[config.mk]
export PLATFORM = sky130hd
export DESIGN_NAME = mc_core_seq_flat
export DESIGN_NICKNAME = d
export VERILOG_FILES = /design/src/rtl/mc_pkg.sv /design/src/rtl/mc_core_seq_if.sv /design/src/rtl/mc_timeout_cnt.sv /design/src/rtl/mc_core_seq.sv /design/src/flat_wrapper.sv
export SDC_FILE = /design/constraint.sdc
export NUM_CORES = 1
export LEC_CHECK = 0
export CORE_UTILIZATION = 50
export DETAILED_ROUTE_END_ITERATION = 7
export PLACE_DENSITY = 0.76
export SKIP_LAST_GASP = 1
export SYNTH_ARGS = -nofsm -noshare
export SYNTH_HDL_FRONTEND = slang
export SYNTH_SLANG_ARGS = --single-unit
[constraint.sdc]
create_clock -name mc_clk -period 7.5 [get_ports mc_clk]
set_input_delay 1.125 -clock mc_clk [delete_from_list [all_inputs] [get_ports mc_clk]]
set_output_delay 1.125 -clock mc_clk [all_outputs]
set_load 0.02 [all_outputs]
[src/rtl/mc_pkg.sv]
// Shared definitions for the core-control memory-controller sequencer.
package mc_pkg;

  localparam logic [2:0] COND_IDLE  = 3'b000;
  localparam logic [2:0] COND_STORE = 3'b100;
  localparam logic [2:0] COND_NEXT  = 3'b010;
  localparam logic [2:0] COND_PROC  = 3'b001;
  localparam logic [2:0] COND_NOP   = 3'b011;

  localparam int unsigned TMR_W = 10;

  typedef enum logic [2:0] {
    S_IDLE,
    S_STORE,
    S_XFER,
    S_PROC,
    S_NEXT,
    S_ABORT
  } state_t;

  // A batch count of zero still runs one round.
  function automatic logic [3:0] norm_batches(input logic [3:0] b);
    return (b == 4'd0) ? 4'd1 : b;
  endfunction

endpackage

[src/rtl/mc_core_seq_if.sv]
// Host config, memory-controller and processing-unit signals of the core sequencer.
interface mc_core_seq_if;
  logic       start;
  logic [5:0] cfg_length;
  logic [3:0] cfg_batches;
  logic       abort;
  logic       mc_done;
  logic       mc_data_done;
  logic       pu_done;
  logic [2:0] mc_data_contition;
  logic [5:0] mc_data_length;
  logic       pu_start;
  logic       busy;
  logic       done;
  logic       error;
  logic [3:0] batch_count;

  modport master (
    input  start, cfg_length, cfg_batches, abort, mc_done, mc_data_done, pu_done,
    output mc_data_contition, mc_data_length, pu_start, busy, done, error, batch_count
  );

  modport slave (
    output start, cfg_length, cfg_batches, abort, mc_done, mc_data_done, pu_done,
    input  mc_data_contition, mc_data_length, pu_start, busy, done, error, batch_count
  );
endinterface

[src/rtl/mc_timeout_cnt.sv]
// Loadable down-counter; expired is high once the count reaches zero.
module mc_timeout_cnt #(
  parameter int unsigned W = 10
) (
  input  logic         mc_clk,
  input  logic         mc_reset,
  input  logic         load,
  input  logic [W-1:0] load_val,
  output logic         expired
);

  logic [W-1:0] cnt;

  always_ff @(posedge mc_clk or posedge mc_reset) begin
    if (mc_reset)          cnt <= '0;
    else if (load)         cnt <= load_val;
    else if (cnt != '0)    cnt <= cnt - 1'b1;
  end

  assign expired = (cnt == '0);

endmodule

[src/rtl/mc_core_seq.sv]
// Initiator-side sequencer: store phase, then N transfer/process rounds, with
// timeout and orderly abort back to the memory controller's idle code.
module mc_core_seq
  import mc_pkg::*;
#(
  parameter int unsigned STORE_TIMEOUT = 255,
  parameter int unsigned PROC_TIMEOUT  = 1023
) (
  input logic          mc_clk,
  input logic          mc_reset,
  mc_core_seq_if.master bus
);

  state_t     state_q, state_d;
  logic [2:0] cond_q, cond_d;
  logic [5:0] len_q, len_d;
  logic [3:0] batches_q, batches_d;
  logic       pu_start_q, pu_start_d;
  logic       busy_q, busy_d;
  logic       done_q, done_d;
  logic       error_q, error_d;
  logic [3:0] bcnt_q, bcnt_d;
  logic [5:0] xfer_q, xfer_d;

  logic [5:0]       xfer_inc;
  logic [3:0]       bcnt_inc;
  logic             tmr_load;
  logic [TMR_W-1:0] tmr_val;
  logic             tmr_expired;

  assign xfer_inc = (xfer_q == '1) ? xfer_q : xfer_q + 6'd1;
  assign bcnt_inc = bcnt_q + 4'd1;

  // Timer restarts on every state change, with the budget of the state being entered.
  assign tmr_load = (state_d != state_q);
  assign tmr_val  = (state_d == S_PROC) ? TMR_W'(PROC_TIMEOUT - 1) : TMR_W'(STORE_TIMEOUT - 1);

  mc_timeout_cnt #(.W(TMR_W)) u_tmr (
    .mc_clk   (mc_clk),
    .mc_reset (mc_reset),
    .load     (tmr_load),
    .load_val (tmr_val),
    .expired  (tmr_expired)
  );

  always_comb begin
    state_d    = state_q;
    cond_d     = cond_q;
    len_d      = len_q;
    batches_d  = batches_q;
    pu_start_d = 1'b0;
    busy_d     = busy_q;
    done_d     = 1'b0;
    error_d    = error_q;
    bcnt_d     = bcnt_q;
    xfer_d     = xfer_q;
    case (state_q)
      S_IDLE: begin
        if (bus.start) begin
          len_d     = bus.cfg_length;
          batches_d = norm_batches(bus.cfg_batches);
          error_d   = 1'b0;
          bcnt_d    = '0;
          busy_d    = 1'b1;
          cond_d    = COND_STORE;
          state_d   = S_STORE;
        end
      end
      S_STORE: begin
        if (bus.abort) begin
          cond_d  = COND_NEXT;
          state_d = S_ABORT;
        end else if (bus.mc_done) begin
          cond_d  = COND_NOP;
          xfer_d  = '0;
          state_d = S_XFER;
        end else if (tmr_expired) begin
          error_d = 1'b1;
          cond_d  = COND_NEXT;
          state_d = S_ABORT;
        end
      end
      S_XFER: begin
        xfer_d = xfer_inc;
        if (bus.abort) begin
          cond_d  = COND_PROC;
          state_d = S_ABORT;
        end else if (bus.mc_data_done && (xfer_inc > len_q)) begin
          cond_d     = COND_PROC;
          pu_start_d = 1'b1;
          state_d    = S_PROC;
        end
      end
      S_PROC: begin
        if (bus.abort) begin
          cond_d  = COND_IDLE;
          state_d = S_ABORT;
        end else if (bus.pu_done) begin
          bcnt_d = bcnt_inc;
          if (bcnt_inc == batches_q) begin
            cond_d  = COND_IDLE;
            done_d  = 1'b1;
            busy_d  = 1'b0;
            state_d = S_IDLE;
          end else begin
            cond_d  = COND_NEXT;
            state_d = S_NEXT;
          end
        end else if (tmr_expired) begin
          error_d = 1'b1;
          cond_d  = COND_IDLE;
          state_d = S_ABORT;
        end
      end
      S_NEXT: begin
        cond_d  = COND_NOP;
        xfer_d  = '0;
        state_d = S_XFER;
      end
      S_ABORT: begin
        // The code currently driven doubles as the drain step: 010 -> 001 -> 000 -> idle.
        case (cond_q)
          COND_NEXT: cond_d = COND_PROC;
          COND_PROC: cond_d = COND_IDLE;
          default: begin
            cond_d  = COND_IDLE;
            busy_d  = 1'b0;
            state_d = S_IDLE;
          end
        endcase
      end
      default: begin
        cond_d  = COND_IDLE;
        busy_d  = 1'b0;
        state_d = S_IDLE;
      end
    endcase
  end

  always_ff @(posedge mc_clk or posedge mc_reset) begin
    if (mc_reset) begin
      state_q    <= S_IDLE;
      cond_q     <= COND_IDLE;
      len_q      <= '0;
      batches_q  <= '0;
      pu_start_q <= 1'b0;
      busy_q     <= 1'b0;
      done_q     <= 1'b0;
      error_q    <= 1'b0;
      bcnt_q     <= '0;
      xfer_q     <= '0;
    end else begin
      state_q    <= state_d;
      cond_q     <= cond_d;
      len_q      <= len_d;
      batches_q  <= batches_d;
      pu_start_q <= pu_start_d;
      busy_q     <= busy_d;
      done_q     <= done_d;
      error_q    <= error_d;
      bcnt_q     <= bcnt_d;
      xfer_q     <= xfer_d;
    end
  end

  assign bus.mc_data_contition = cond_q;
  assign bus.mc_data_length    = len_q;
  assign bus.pu_start          = pu_start_q;
  assign bus.busy              = busy_q;
  assign bus.done              = done_q;
  assign bus.error             = error_q;
  assign bus.batch_count       = bcnt_q;

endmodule
[src/flat_wrapper.sv]
// flat-port wrapper written by rule: the top's interface ports become plain ports
module mc_core_seq_flat import mc_pkg::*;
#(
  parameter int unsigned STORE_TIMEOUT = 255,
  parameter int unsigned PROC_TIMEOUT  = 1023
)
  (mc_clk, mc_reset, bus_start, bus_cfg_length, bus_cfg_batches, bus_abort, bus_mc_done, bus_mc_data_done, bus_pu_done, bus_mc_data_contition, bus_mc_data_length, bus_pu_start, bus_busy, bus_done, bus_error, bus_batch_count);
  mc_core_seq_if bus_i ();
  input logic mc_clk;
  input logic mc_reset;
  input wire logic [$bits(bus_i.start)-1:0] bus_start;
  input wire logic [$bits(bus_i.cfg_length)-1:0] bus_cfg_length;
  input wire logic [$bits(bus_i.cfg_batches)-1:0] bus_cfg_batches;
  input wire logic [$bits(bus_i.abort)-1:0] bus_abort;
  input wire logic [$bits(bus_i.mc_done)-1:0] bus_mc_done;
  input wire logic [$bits(bus_i.mc_data_done)-1:0] bus_mc_data_done;
  input wire logic [$bits(bus_i.pu_done)-1:0] bus_pu_done;
  output wire logic [$bits(bus_i.mc_data_contition)-1:0] bus_mc_data_contition;
  output wire logic [$bits(bus_i.mc_data_length)-1:0] bus_mc_data_length;
  output wire logic [$bits(bus_i.pu_start)-1:0] bus_pu_start;
  output wire logic [$bits(bus_i.busy)-1:0] bus_busy;
  output wire logic [$bits(bus_i.done)-1:0] bus_done;
  output wire logic [$bits(bus_i.error)-1:0] bus_error;
  output wire logic [$bits(bus_i.batch_count)-1:0] bus_batch_count;
  assign bus_i.start = bus_start;
  assign bus_i.cfg_length = bus_cfg_length;
  assign bus_i.cfg_batches = bus_cfg_batches;
  assign bus_i.abort = bus_abort;
  assign bus_i.mc_done = bus_mc_done;
  assign bus_i.mc_data_done = bus_mc_data_done;
  assign bus_i.pu_done = bus_pu_done;
  assign bus_mc_data_contition = bus_i.mc_data_contition;
  assign bus_mc_data_length = bus_i.mc_data_length;
  assign bus_pu_start = bus_i.pu_start;
  assign bus_busy = bus_i.busy;
  assign bus_done = bus_i.done;
  assign bus_error = bus_i.error;
  assign bus_batch_count = bus_i.batch_count;
  mc_core_seq #(.STORE_TIMEOUT(STORE_TIMEOUT), .PROC_TIMEOUT(PROC_TIMEOUT)) u_core (.mc_clk(mc_clk), .mc_reset(mc_reset), .bus(bus_i));
endmodule
==> key figures, run 1 <==
Logic synthesis
  • Asr flop ratio synth: 100%
  • Post-synth cell types: 52
  • Top_reg_cell synth: dfrtp_1
  • Most numerous cell in the Yosys netlist: dfrtp_1
  • Mapped Cells: 256
  • Synth top area share: 41.7%
  • Synth Warn #: 0
  • EDFF count, synth: 0
  • Synth top cells by count: dfrtp_1 (40), nand2_1 (33), o21ai_0 (21), nor2_1 (13), nand3_1 (12)
  • Synth Area in Adders: 4.69%
  • Seq cells post-synth: 40
  • Mean Syn Cell Area: 9.37 um^2
  • Synth Area in XOR/XNOR: 7.09%
  • Largest family of logic cells by synthesized area: simple AND/OR/NAND/NOR gates
  • Area contributors post-synth: dfrtp_1 (42%), nand2_1 (5.2%), ha_1 (4.7%)
  • Register area share after synthesis: 41.7%
  • Mapped cell area: 0.00240 mm^2
  • Post-synthesis mux area share: 3.76%
  • Mapped Nets: 282
  • Post-Synth Simple-Gate Area: 21.1%
  • Dominant cell type by area after synthesis: dfrtp_1
  • Compound-Gate Fraction of Synth Area: 17.9%

Placement
  • Post-DP HPWL: 3.55 mm
  • I/O Buffers: 33
  • Placer's final routability congestion estimate: 0.830

STA
  • Slew HR: 41.9%
  • Tightest Pin Transition: 0.866 ns
  • Setup Skew: 0.00949 ns
  • Setup violators final: 0
  • Final worst-path cycle share: 43.5%
  • Max-slew violations: 0
  • RSZ-0062 raised after global routing: no
  • Total negative slack: 0 ns
  • Min Tclk post-route: 3.26 ns
  • Final Hold Fails: 0
  • Hold_ws: 0.533 ns
  • Max Clock Freq: 307 MHz

Route
  • Vias per cell: 5.76
  • Drt first-iter violations: 123
  • DR pass1 iterations: 6
  • Vias post-DR: 1975
  • Average routed wire per standard cell: 14.3 um
  • Drt total wl: 4.90 mm
  • DR DRC count: 1
  • Remaining antenna violation count after routing: 0

Power and ir drop
  • Lkg Pwr: 1.19 nW
  • IR Drop Worst-Case VDD: 199 uV
  • PD cells: 359 mW/mm^2
  • Power, Total: 0.00103 W

Run
  • Max-cap viol count: 0

Critical path
  • Flop2flop setup slack: 4.32 ns
  • Crit-path leading delay family: buffers and inverters
  • R2r startpoint: u_core.xfer_q[0]
  • Crit end category: flop
  • CP Class: input port to flop
  • CP max-delay cell: clkdlybuf4s50_1
  • FF-to-FF End: u_core.u_tmr.cnt[9]
  • Reg2reg path depth: 11
  • Max incr delay on CP: 0.75 ns
  • Critical path data arrival time: 3.45 ns
  • CP bufs+invs: 1
  • Worst setup path start: bus_abort
  • CP required: 7.69 ns
  • Startpoint Class: input port
  • Crit path max fanout: 17
  • Critical-path cell list: clkdlybuf4s50_1 > nand2b_1 > a21oi_1 > o31a_4 > nor2_2 > mux2_2

Clock network
  • Clk root buf: clkbuf_8
  • Clock-pin slew on the worst setup and hold paths: 0.09 ns
  • Later-pin clock latency in the skew report: 0.30 ns
  • Hold buffers post-CTS: 0
  • H-tree levels: 2
  • Cts bufs inserted: 5
  • Post CTS Setup Buffer Count: 0
  • PostCTS Resize Cnt: 0
  • CTS tree: done
  • Sinks on Clock Net: 40
  • CTS max path bufs: 2

Floorplanning
  • DIE WIDTH: 71.3 um
  • IO Pins: 34
  • Initial Util: 53.6%
  • Core area: 0.00447 mm^2
  • Rows: 24
  • Total Die Area: 0.00508 mm^2
  • Die H: 71.3 um

Final layout
  • Fillers: 358
  • Layout cells sized above 1: 9.28%
  • Area of the multi-input gates: 0.00131 mm^2
  • Inserted Diodes: 0
  • FF/Latch Area: 0.00100 mm^2
  • P&R area growth vs syn: 19.9%
  • Fin util: 64.3%
  • Layout Nets: 316

GRT
  • Initial antenna violation count: 0
  • Gr ovfl total: 0
  • Pin count of the biggest net entering global routing: 41
  • Global-route wire length before repair: 8.71 mm
  • GRT Resource Usage Total: 21.7%
  • Vias in the first global route: 1894

Hold path
  • Hold Path End: u_core.bus.busy
  • Critical hold path startpoint: u_core.bus.busy
  • Hold Crit Class: flop to flop
  • WHS Path Cells: 2

Status
  • Failing checks: DRC
  • Outcome: finished with violations
metrics by stage:
stage | setup WS, ns | instances | instance area [um^2]
after floorplan | 4.63 | 256 | 2400
after detailed placement | 3.94 | 335 | 2760
final | 4.24 | 343 | 2880
after global routing | 3.94 | 343 | 2880
after CTS | 4.26 | 343 | 2880
after global placement | 3.99 | 335 | 2760
how the worst max path moves through the flow:
stage	depth (start not counted)	slack, ns	endpoint
final	6	4.24	u_core.batches_q[1]
after global routing	11	3.94	u_core.u_tmr.cnt[9]
after detailed placement	6	3.94	u_core.batches_q[2]
after floorplan	11	4.63	u_core.u_tmr.cnt[9]
after global placement	7	3.99	u_core.u_tmr.cnt[8]
after CTS	6	4.26	u_core.batches_q[1]
placed cells by master, fill, tap and decap left out, types with 3 or more instances in the layout:
cell type,n
a21oi_1,11
o21ai_0,21
inv_1,11
mux2_2,8
dfrtp_1,40
nor2_1,13
nand2b_1,10
or4_1,3
ha_1,9
clkbuf_8,5
nor2b_1,5
nor3_1,11
a22o_1,5
nand3_1,12
xor2_1,7
clkdlybuf4s50_1,33
a21o_1,4
xnor2_1,8
nand2_1,33
registers in the layout, summed over array words and instances, names as in the netlist:
name / flops
u_core.bus.done: 1
u_core.bus.mc_data_length: 6
u_core.batches_q: 4
u_core.state_q: 3
u_core.xfer_q: 6
u_core.bus.error: 1
u_core.bus.mc_data_contition: 3
u_core.u_tmr.cnt: 10
u_core.bus.busy: 1
u_core.bus.batch_count: 4
u_core.bus.pu_start: 1
tightest hold or removal path, stage by stage, from the launching register on:
cell     delay (ns)
dfrtp_1        0.38
nand2_1        0.05
o21ai_0        0.06
report_power, final:
group          internal (W)  switching, W
registers          0.000278     0.0000853
logic              0.000227      0.000261
clock network      0.000100     0.0000801
total              0.000605      0.000427
cell type report:
class | count | share of cell area [%]
Multi-Input combinational cell | 197 | 45.6
Sequential cell | 40 | 34.8
Timing Repair Buffer | 34 | 11.7
Clock buffer | 5 | 2.39
Tap cell | 52 | 2.26
Clock inverter | 3 | 1.65
Inverter | 12 | 1.57
cell families after synthesis:
family / count (synthesis)
multiplexers: 8
buffers and inverters: 19
adder cells (fa/ha/maj): 9
AO/OA/AOI/OAI: 63
XOR/XNOR: 17
flip-flops: 40
AND/OR/NAND/NOR: 100
layer usage:
metal	vias to the layer above	wire length [um]	GRT usage (%)	part of all wire, %
li1	986	-	-	-
met1	950	2320	29.8	47
met2	33	2370	35.1	48
met3	6	159	4.50	3.2
met4	0	54	6.00	1.1
met5	-	0	0	0
Note: power is estimated with default switching activity, not from simulation.
==> run 2: changes to the inputs <==
--- a/config.mk
+++ b/config.mk
@@ -5,9 +5,9 @@
 export SDC_FILE = /design/constraint.sdc
 export NUM_CORES = 1
 export LEC_CHECK = 0
-export CORE_UTILIZATION = 50
+export CORE_UTILIZATION = 49
 export DETAILED_ROUTE_END_ITERATION = 7
-export PLACE_DENSITY = 0.76
+export PLACE_DENSITY = 0.78
 export SKIP_LAST_GASP = 1
 export SYNTH_ARGS = -nofsm -noshare
 export SYNTH_HDL_FRONTEND = slang
==> constraint.sdc (replaced) <==
create_clock -name mc_clk -period 2.7 [get_ports mc_clk]
set_input_delay 0.405 -clock mc_clk [delete_from_list [all_inputs] [get_ports mc_clk]]
set_output_delay 0.405 -clock mc_clk [all_outputs]
set_load 0.02 [all_outputs]
==> key figures, run 2 (synthesis gave the netlist of run 1 again) <==
Status
  • Outcome: finished clean

Clock network
  • Clk root buf: clkbuf_8
  • Later-pin clock latency in the skew report: 0.29 ns (about the same)
  • CTS tree: done
  • H-tree levels: 2 (unchanged)
  • Hold buffers post-CTS: 0 (unchanged)
  • Clock-pin slew on the worst setup and hold paths: 0.08 ns (about the same)
  • CTS max path bufs: 2 (unchanged)
  • Sinks on Clock Net: 40 (unchanged)
  • Cts bufs inserted: 5 (unchanged)

STA
  • Min Tclk post-route: 2.66 ns
  • RSZ-0062 raised after global routing: yes
  • Max Clock Freq: 376 MHz
  • Final worst-path cycle share: 98.5%
  • Max-slew violations: 0 (unchanged)
  • Slew HR: 52.9% (+11 points)
  • Total negative slack: 0 ns (unchanged)
  • Setup violators final: 0 (unchanged)
  • Final Hold Fails: 0 (unchanged)
  • Tightest Pin Transition: 0.706 ns (-0.159 ns)
  • Setup Skew: 0.00651 ns (-0.00298 ns)

Critical path
  • CP max-delay cell: dfrtp_1
  • Startpoint Class: flop
  • Crit end category: flop
  • Critical path data arrival time: 2.84 ns (-0.61 ns)
  • Critical-path cell list: ha_2 > and3_4 > nand3_4 > mux2_4 > ha_4 > nand3b_1 > a21o_1 > a21oi_2 > buf_4 > o31a_1 > mux2_2
  • Crit path max fanout: 4 (-13)
  • Max incr delay on CP: 0.39 ns (-0.36 ns)
  • CP Class: flop to flop
  • CP required: 2.88 ns (-4.81 ns)

GRT
  • Global-route wire length before repair: 9.03 mm (+3.6%)
  • Initial antenna violation count: 0 (unchanged)
  • GRT Resource Usage Total: 22.4% (+0.73 points)
  • Vias in the first global route: 1912 (+0.95%)
  • Pin count of the biggest net entering global routing: 41 (unchanged)
  • Gr ovfl total: 0 (unchanged)

Final layout
  • Most frequent cells in the layout: dfrtp_1 (40), clkdlybuf4s50_1 (33), nand2_1 (31)
  • FF/Latch Area: 0.00100 mm^2 (unchanged)
  • P&R area growth vs syn: 29.0%
  • Area of the multi-input gates: 0.00142 mm^2 (+8.0%)
  • Non-filler cells, final: 373 (+8.7%)
  • Fin util: 65.5% (+1.2 points)
  • Layout cells sized above 1: 18.0% (+8.7 points)
  • Max reg flops: 10 (unchanged)
  • Layout Nets: 331 (+4.7%)
  • Biggest register: u_core.u_tmr.cnt
  • Most common cell after layout, fill and taps aside: dfrtp_1
  • Fillers: 385 (+7.5%)
  • Inserted Diodes: 0 (unchanged)

Route
  • Average routed wire per standard cell: 14.5 um (+1.4%)
  • DR DRC count: 0 (-1)
  • Vias post-DR: 2072 (+4.9%)
  • Drt first-iter violations: 133 (+8.1%)
  • Drt total wl: 5.41 mm (+10%)
  • Vias per cell: 5.55 (-3.5%)
  • Remaining antenna violation count after routing: 0 (unchanged)
  • DR pass1 iterations: 4 (-2)

Power and ir drop
  • PD cells: 995 mW/mm^2 (+180%)
  • IR Drop Worst-Case VDD: 617 uV (+210%)
  • Lkg Pwr: 1.27 nW (+6.0%)

Placement
  • Placer's final routability congestion estimate: 0.873 (+5.2%)
  • I/O Buffers: 33 (unchanged)
  • Post-DP HPWL: 3.90 mm (+9.9%)
  • Post-placement cell count: 364 (+8.7%)

Floorplanning
  • DIE WIDTH: 72.0 um (+0.99%)
  • Die H: 72.0 um (+0.99%)
  • Core area: 0.00472 mm^2 (+5.6%)
  • Rows: 25 (+4.2%)
  • IO Pins: 34 (unchanged)
  • Total Die Area: 0.00518 mm^2 (+2.0%)
  • Initial Util: 50.8% (-2.8 points)

Hold path
  • Hold Crit Class: flop to flop

Run
  • Max-cap viol count: 0 (unchanged)
run 2: final cells by class:
cell class	instances	area share (%)
well taps	67	2.71
multi-input cells	197	45.8
clock buffers	8	2.91
repair buffers	49	14.8
flip-flops and latches	40	32.4
inverters	12	1.46
run 2: final timing paths:
check / from / endpoint / slack [ns] / cells past startpoint
setup / recovery: u_core.xfer_q[0] / u_core.bus.mc_data_contition[0] / 0.04 / 11
hold / removal: u_core.batches_q[2] / u_core.batches_q[2] / 0.53 / 1
setup reg to reg: u_core.xfer_q[0] / u_core.bus.mc_data_contition[0] / 0.04 / 11
hold reg to reg: u_core.batches_q[2] / u_core.batches_q[2] / 0.53 / 1
max in group asynchronous: mc_reset / u_core.bus.error / 1.81 / 3
min in group asynchronous: mc_reset / u_core.u_tmr.cnt[6] / 0.55 / 3
run 2: routing by layer:
metal  global-route usage (%)  vias to the layer above  part of all wire (%)
met1                     31.8                     1004                    46
met2                     35.3                       44                    49
met5                        0                        -                     0
met3                     3.75                       12                   3.3
met4                     7.41                        0                   1.6
li1                         -                     1012                     -
run 2: what timing repair did:
action                                  in CTS  in global routing
resized for setup                            3                 12
buffers inserted                             0                  1
pin swaps                                    2                 11
endpoints found under the setup margin      11                 11
run 2: through the flow:
stage	power (W)	area [um^2]	hold WS, ns	setup WS, ns
after detailed placement	0.00251	2920	0.521	-0.00107
final	0.00308	3090	0.535	0.0397
after global routing	0.00329	3090	0.563	-0.0520
after CTS	0.00297	3040	0.539	0.00581
after global placement	0.00246	2920	0.509	0.0475
after floorplan	0.00200	2430	0.492	-0.000175
run 2: where the power goes:
group / switching [W] / total, W / internal (W)
Clock: 0.000209 / 0.000418 / 0.000209
Sequential: 0.000222 / 0.000993 / 0.000772
Combinational: 0.000855 / 0.00167 / 0.000812
run 2: critical path, delay by kind of cell (launching register included):
kind	cells	cell delay [ns]
DFF	1	0.39
and+or+nand+nor	3	0.36
AOI/OAI and AO/OA	3	0.52
adders and majority gates	2	0.46
muxes	2	0.68
buffers and inverters	1	0.14
